===== src/rtl/alu_seq_div_if.sv =====
// Request/result bundle for the sequential unsigned divider.
// The master drives the operands and start strobe; the slave returns the result.
interface alu_seq_div_if #(parameter int BITS = 8);
  logic            i_start;
  logic [BITS-1:0] i_a;
  logic [BITS-1:0] i_b;
  logic            o_busy;
  logic            o_done;
  logic [BITS-1:0] o_quot;
  logic [BITS-1:0] o_rem;
  logic            o_div_zero;

  modport master (
    output i_start, i_a, i_b,
    input  o_busy, o_done, o_quot, o_rem, o_div_zero
  );

  modport slave (
    input  i_start, i_a, i_b,
    output o_busy, o_done, o_quot, o_rem, o_div_zero
  );
endinterface


===== src/rtl/alu_seq_div.sv =====
// Unsigned restoring divider, one quotient bit per clock.
// IDLE -> CALC (BITS steps) -> DONE (one cycle) -> IDLE; divide by zero
// short-circuits IDLE -> DONE with quot = all ones and rem = dividend.
module alu_seq_div #(
  parameter int BITS = 8
) (
  input  logic         i_clk,
  input  logic         i_rst_n,
  alu_seq_div_if.slave bus
);
  localparam int CW = (BITS > 1) ? $clog2(BITS) : 1;

  typedef enum logic [1:0] {IDLE, CALC, DONE} state_t;

  state_t          state;
  logic [CW-1:0]   cnt;
  logic [BITS-1:0] dvd;   // dividend; quotient bits shift in from the LSB
  logic [BITS-1:0] dvs;   // latched divisor
  logic [BITS-1:0] prem;  // partial remainder, always < dvs between steps

  logic [BITS:0]   shifted;
  logic            borrow;
  logic            qbit;
  logic [BITS-1:0] rem_nxt;

  // One restoring step: shift in the dividend MSB, compare/subtract the divisor.
  // When there is no borrow the difference is < dvs, so BITS-wide subtraction
  // is exact; when there is a borrow shifted < dvs and also fits in BITS bits.
  always_comb begin
    shifted = {prem, dvd[BITS-1]};
    borrow  = (shifted < {1'b0, dvs});
    qbit    = ~borrow;
    rem_nxt = borrow ? shifted[BITS-1:0] : (shifted[BITS-1:0] - dvs);
  end

  // Control FSM with registered result, handshake and status outputs.
  always_ff @(posedge i_clk or negedge i_rst_n) begin
    if (!i_rst_n) begin
      state          <= IDLE;
      cnt            <= '0;
      dvd            <= '0;
      dvs            <= '0;
      prem           <= '0;
      bus.o_busy     <= 1'b0;
      bus.o_done     <= 1'b0;
      bus.o_quot     <= '0;
      bus.o_rem      <= '0;
      bus.o_div_zero <= 1'b0;
    end else begin
      case (state)
        IDLE: begin
          if (bus.i_start) begin
            bus.o_busy <= 1'b1;
            if (bus.i_b != '0) begin
              dvd   <= bus.i_a;
              dvs   <= bus.i_b;
              prem  <= '0;
              cnt   <= '0;
              state <= CALC;
            end else begin
              bus.o_quot     <= '1;
              bus.o_rem      <= bus.i_a;
              bus.o_div_zero <= 1'b1;
              bus.o_done     <= 1'b1;
              state          <= DONE;
            end
          end
        end
        CALC: begin
          prem <= rem_nxt;
          dvd  <= {dvd[BITS-2:0], qbit};
          cnt  <= cnt + CW'(1);
          if (cnt == CW'(BITS-1)) begin
            bus.o_quot     <= {dvd[BITS-2:0], qbit};
            bus.o_rem      <= rem_nxt;
            bus.o_div_zero <= 1'b0;
            bus.o_done     <= 1'b1;
            state          <= DONE;
          end
        end
        DONE: begin
          // Single-cycle result pulse; start requests seen here are dropped.
          bus.o_done <= 1'b0;
          bus.o_busy <= 1'b0;
          state      <= IDLE;
        end
        default: state <= IDLE;
      endcase
    end
  end
endmodule


===== src/flat_wrapper.sv =====
// flat-port wrapper written by rule: the top's interface ports become plain ports
module alu_seq_div_flat 
#(
  parameter int BITS = 8
)
  (i_clk, i_rst_n, bus_i_start, bus_i_a, bus_i_b, bus_o_busy, bus_o_done, bus_o_quot, bus_o_rem, bus_o_div_zero);
  alu_seq_div_if #(.BITS(BITS)) bus_i ();
  input  logic i_clk;
  input  logic i_rst_n;
  input wire logic [$bits(bus_i.i_start)-1:0] bus_i_start;
  input wire logic [$bits(bus_i.i_a)-1:0] bus_i_a;
  input wire logic [$bits(bus_i.i_b)-1:0] bus_i_b;
  output wire logic [$bits(bus_i.o_busy)-1:0] bus_o_busy;
  output wire logic [$bits(bus_i.o_done)-1:0] bus_o_done;
  output wire logic [$bits(bus_i.o_quot)-1:0] bus_o_quot;
  output wire logic [$bits(bus_i.o_rem)-1:0] bus_o_rem;
  output wire logic [$bits(bus_i.o_div_zero)-1:0] bus_o_div_zero;
  assign bus_i.i_start = bus_i_start;
  assign bus_i.i_a = bus_i_a;
  assign bus_i.i_b = bus_i_b;
  assign bus_o_busy = bus_i.o_busy;
  assign bus_o_done = bus_i.o_done;
  assign bus_o_quot = bus_i.o_quot;
  assign bus_o_rem = bus_i.o_rem;
  assign bus_o_div_zero = bus_i.o_div_zero;
  alu_seq_div #(.BITS(BITS)) u_core (.i_clk(i_clk), .i_rst_n(i_rst_n), .bus(bus_i));
endmodule

===== config.mk =====
export PLATFORM = sky130hd
export DESIGN_NAME = alu_seq_div_flat
export DESIGN_NICKNAME = d
export VERILOG_FILES = /design/src/rtl/alu_seq_div_if.sv /design/src/rtl/alu_seq_div.sv /design/src/flat_wrapper.sv
export SDC_FILE = /design/constraint.sdc
export NUM_CORES = 1
export LEC_CHECK = 0
export BUFFER_PORTS_ARGS = -buffer_cell sky130_fd_sc_hd__buf_2
export CORE_ASPECT_RATIO = 1.1
export CORE_MARGIN = 4
export CORE_UTILIZATION = 30
export CTS_CLUSTER_SIZE = 8
export DETAILED_ROUTE_END_ITERATION = 8
export GPL_TIMING_DRIVEN = 0
export PLACE_DENSITY = 0.5
export SLEW_MARGIN = 20
export SYNTH_ARGS = -nofsm -noshare
export SYNTH_HDL_FRONTEND = slang
export SYNTH_SLANG_ARGS = --single-unit

===== constraint.sdc =====
create_clock -name i_clk -period 4.7 [get_ports i_clk]
set_input_delay 0.705 -clock i_clk [delete_from_list [all_inputs] [get_ports i_clk]]
set_output_delay 0.705 -clock i_clk [all_outputs]
set_load 0.005 [all_outputs]

# After elaboration in Yosys (flattened, before gate mapping)
# Index checks and enable logic that the tools add are counted.
[totals]
register_bits = 48
wordCells = 62
in_bits = 19
[classes]
muxes = 30
reduce_logical = 11
n_lt_le_gt_ge = 1
n_eq_ne = 7
n_bitwise = 1
addsub = 2
[ops]
columns = ["cell", "n"]
rows = [
  ["8-bit two-way mux", 11],
  ["8-bit case mux with 2 select lines", 4],
  ["9-bit by 8-bit < comparator with 1-bit output", 1],
  ["4-bit AND reduction", 2],
  ["8-bit nonzero test", 1],
  ["8-bit subtractor", 1],
  ["2-bit two-way mux", 3],
  ["3-bit two-way mux", 2],
  ["3-bit case mux with 2 select lines", 1],
  ["3-bit AND reduction", 2],
  ["1-bit two-way mux", 5],
  ["2-bit by 1-bit inequality test with 1-bit output (second input constant)", 2],
  ["2-bit inequality test (second input constant)", 2],
  ["1-bit case mux with 2 select lines", 2],
  ["2-bit case mux with 2 select lines", 1],
  ["2-bit AND reduction", 2],
  ["2-bit nonzero test", 2],
  ["3-bit by 1-bit adder with 3-bit output (second input constant)", 1],
  ["3-bit == test (second input constant)", 1],
  ["1-bit case mux with 3 select lines", 1],
  ["3-bit nonzero test", 1],
  ["2-bit by 1-bit == test with 1-bit output (second input constant)", 1],
  ["2-bit == test (second input constant)", 1],
  ["2-bit zero test", 1],
  ["1-bit inverter", 1],
]

# Longest topological paths before layout
[depth]
word_depth = 4
ltp_mapped = 10

# Least setup slack after synthesis
# OpenSTA, ideal clock, no wires.
[synth_timing]
path_type = "reg-to-reg"
start = "register u_core.prem[5]"
end = "register u_core.bus.o_rem[1]"
period_less_slack_ps = 2012
required_time_ps = 4581
slack_ps = 2688
n_path_buf = 1
stages_incl_launch_ff = 9
arrival_time_ps = 1893
cell_sequence = "dfrtp_1 ha_1 a21oi_1 o21bai_4 nor3b_2 buf_6 mux2i_1 o211ai_1 o21a_1"
[synth_via]
elab_chain_len = 4
[synth_rtl]
columns = ["item", "line", "text"]
rows = [
  ["start: declaration", "alu_seq_div.sv:19", "logic [BITS-1:0] prem;"],
  ["start signal: assignment", "alu_seq_div.sv:70", "prem <= rem_nxt;"],
  ["9-bit by 8-bit < comparator with 1-bit output", "alu_seq_div.sv:31", "borrow = (shifted < {1'b0, dvs});"],
  ["8-bit two-way mux", "alu_seq_div.sv:33", "rem_nxt = borrow ? shifted[BITS-1:0] : (shifted[BITS-1:0] - dvs);"],
  ["8-bit two-way mux", "alu_seq_div.sv:73", "if (cnt == CW'(BITS-1)) begin"],
  ["8-bit case mux with 2 select lines", "alu_seq_div.sv:50", "case (state)"],
  ["end signal: assignment", "alu_seq_div.sv:62", "bus.o_rem <= bus.i_a;"],
  ["end signal: assignment", "alu_seq_div.sv:75", "bus.o_rem <= rem_nxt;"],
  ["end: declaration", "alu_seq_div_if.sv:20", "output o_busy, o_done, o_quot, o_rem, o_div_zero"],
]
# Every way passes these cells. The select of a mux whose other input is x is not followed.
# A chain may end at the register's enable or synchronous reset.

# Final worst setup path
[layout_timing]
start = "register u_core.dvd[7]"
end = "register u_core.bus.o_rem[6]"
[layout_via]
elab_chain_len = 4
elab_cells_between_ends = 5
cone_classes = "1 x add/sub; 1 x order compare; 3 x mux"
[layout_rtl]
columns = ["item", "line", "text"]
rows = [
  ["start: declaration", "alu_seq_div.sv:17", "logic [BITS-1:0] dvd;"],
  ["start signal: assignment", "alu_seq_div.sv:55", "dvd <= bus.i_a;"],
  ["start signal: assignment", "alu_seq_div.sv:71", "dvd <= {dvd[BITS-2:0], qbit};"],
  ["8-bit subtractor or 9-bit by 8-bit < comparator with 1-bit output (tied branches)", "alu_seq_div.sv:33, alu_seq_div.sv:31", ""],
  ["8-bit two-way mux *", "alu_seq_div.sv:33", ""],
  ["8-bit two-way mux *", "alu_seq_div.sv:73", ""],
  ["8-bit case mux with 2 select lines *", "alu_seq_div.sv:50", ""],
]
# Mark *: on every way between the ends. The rest lies on a longest branch, timed or not. The select of a mux whose other input is x is not followed.

==> metrics.cfg <==
[run_status]
status = completed

[synthesis]
synth_area_um2 = 2440
synth_compound_area_share_pct = 20.6
syn_inst = 259
yosys.area_share.simple_pct = 16.8
yosysWarnings = 0
ys_seq_area_share_pct = 49.2
synthAdderAreaFrac_pct = 5.94
synth.top_cell.area_share_pct = 49.2
synth_xor_area_share_pct = 1.43
synth_ff_type = dfrtp_1
ys_ff_latch = 48
synthTopCellsByArea = dfrtp_1, nand2_1, nor2_1
synth_common_cells = dfrtp_1, nand2_1, nor2_1, o21ai_0, a31oi_1
synth_top_family_by_area = compound AO/OA/AOI/OAI gates
synth-edff-count = 0
synth_most_common_cell = dfrtp_1
synthMuxAreaShare_pct = 1.95
synth_cell_type_count = 45
synth_fp_nets = 289
async_flop_share_pct = 100
yosysTopAreaCell = dfrtp_1
avgSynthCellArea_um2 = 9.43

[floorplan]
start_util_pct = 30.9
ios = 38
chipWidth_um = 94.0
die_h_um = 103
dieArea_um2 = 9650
placementRows = 34
fp.coreArea_um2 = 7910

[worst_setup_path]
criticalPathCategory = flop to flop
reg2reg_depth = 10
cp.required_ns = 4.92
rr_endpoint = u_core.bus.o_rem[6]
arrival_ns = 2.59
start_kind = flop
end_kind = flop
crit_end = u_core.bus.o_rem[6]
path_max_fanout = 3
rrSetupSlack_ns = 2.33
crit_start = u_core.dvd[7]
reg2reg_from = u_core.dvd[7]

[drt]
drc_errors = 0
first_pass_iters = 4
ant_nets = 0
drt_iter0_drc = 106
num_vias = 1999
routed_wl_um = 6230
wl_per_cell_um = 15.1
viasPerCell = 4.85

[power]
vdd_drop_max_v = 0.000264
powerDensity_nw_per_um2 = 813
p_leak_nw = 1.29
power.total_w = 0.00236

[timing]
tns_ns = 0
fin_crit_ns = 2.37
setup_violations = 0
min_period_over_period_pct = 50.4
slew_headroom_pct = 57.8
tightest_slew_ns = 0.633
slew_violations = 0
hold_viol_final = 0
fmax_mhz = 422
finalClockSkew_ns = 0.0127
grt_setup_unrepaired = false

[clock_network]
tritoncts = yes
clk_latency_ns = 0.31
clock-sinks = 48
cts_resized = 0
cts.clk_slew.worst_paths_ns = 0.10
clock_path_buffers = 2
h-tree-depth = 2
cts_setup_buffers = 0
cts_root_buf = clkbuf_8
hold_buffers = 0
cts_inserted_buffers = 5

[placement]
place.gp.congestion = 0.781
portBuffers = 37
dp_hpwl_um = 4740

[global_routing]
grt_pass1_wl_um = 10600
grt_max_degree = 49
grt_antenna_before_repair = 0
grt.overflow.total = 0
grt_usage_pct = 14.1
grt_pass1_vias = 2134

[layout]
areaGrowthSynthToFinish_pct = 18.9
drive_above_1_share_pct = 21.4
fillers = 847
multi_input_area_um2 = 1140
diodes = 0
finalNetCount = 333
seq_area_um2 = 1200

[worst_hold_path]
min_path_type = input pin to async pin

[flow_run]
maxCapViolCount = 0

cells in the final DEF (no fill, tap or decap), types with 2 or more instances in the layout:
master	netlist	layout
dfrtp_1	48	48
buf_2	5	41
nand2_1	41	41
nor2_1	36	36
o21ai_0	21	21
a31oi_1	16	16
a21oi_1	15	15
inv_1	11	11
ha_1	10	10
clkbuf_1	5	5
clkbuf_8	0	5
xnor2_1	4	4
nand3_1	3	3
a211oi_1	3	3
nand2b_1	2	2
nand4_1	2	2
nor4_2	2	2
o21bai_1	2	2
mux2_2	2	2
a22o_1	2	2
nor3_1	2	2
o211ai_1	2	2
o21a_1	2	2
bufinv_16	0	2
worst max-delay path, stage by stage, from the launching register on:
cell and delay, ns:
dfrtp_1 0.39, inv_1 0.09, ha_1 0.15, inv_1 0.05, fa_1 0.40, a211oi_1 0.39
o21bai_1 0.13, a21oi_1 0.18, xnor2_1 0.16, nand2_1 0.10, a41oi_1 0.23
routing by layer:
metal | part of all wire (%) | track usage [%] | vias up
met2 | 45 | 22.2 | 43
met3 | 4.0 | 3.07 | 8
met4 | 1.1 | 4.00 | 0
met1 | 50 | 19.6 | 957
met5 | 0 | 0 | -
li1 | - | - | 991
stage by stage:
| step | setup WS, ns | area [um^2] | util [%] | cells | hold slack [ns] |
|---|---|---|---|---|---|
| floorplan | 2.69 | 2440 | - | 259 | 0.409 |
| global placement | 2.25 | 2760 | 34.9 | 404 | 0.465 |
| detailed placement | 2.29 | 2770 | 34.9 | 404 | 0.471 |
| CTS | 2.31 | 2900 | 36.7 | 412 | 0.428 |
| global route | 2.09 | 2900 | 36.7 | 412 | 0.438 |
| finish | 2.33 | 2900 | 36.7 | 412 | 0.399 |
flip-flops by register name (all words and copies together), names as in the netlist:
| name | cells |
|---|---|
| u_core.bus.o_quot | 8 |
| u_core.bus.o_rem | 8 |
| u_core.dvd | 8 |
| u_core.dvs | 8 |
| u_core.prem | 8 |
| u_core.cnt | 3 |
| u_core.state | 2 |
| u_core.bus.o_busy | 1 |
| u_core.bus.o_div_zero | 1 |
| u_core.bus.o_done | 1 |
worst min-delay path by stage:
stage | startpoint | end | slack, ns
6_report | i_rst_n | u_core.dvs[6] | 0.40
5_1_grt | i_rst_n | u_core.prem[0] | 0.44
4_1_cts | i_rst_n | u_core.prem[0] | 0.43
3_5_place_dp | u_core.prem[7] | u_core.prem[7] | 0.47
3_3_place_gp | u_core.prem[7] | u_core.prem[7] | 0.47
2_1_floorplan | i_rst_n | u_core.bus.o_busy | 0.41
kinds of logic (layout without fill, tap and decap cells):
kind of cell    after synthesis  count (layout)
fa+ha+maj                    11              11
xor+xnor                      4               4
mux                           4               4
flops                        48              48
simple gates                 94              94
compound gates               75              75
buf+inv                      23              68
power by group:
group          switching, W  internal (W)  total (W)
sequential         0.000120      0.000608   0.000728
clock              0.000155      0.000214   0.000369
combinational      0.000746      0.000518    0.00126
total               0.00102       0.00134    0.00236
cell type report:
class                           instances  area share (%)
Tap cell                              108            4.66
Buffer                                 11            1.90
Inverter                               12            1.55
Clock buffer                            5            2.37
Sequential cell                        48            41.4
Clock inverter                          3            2.37
Multi-Input combinational cell        188            39.3
Timing Repair Buffer                   37            6.47
Power figures use the tool's default switching activity.
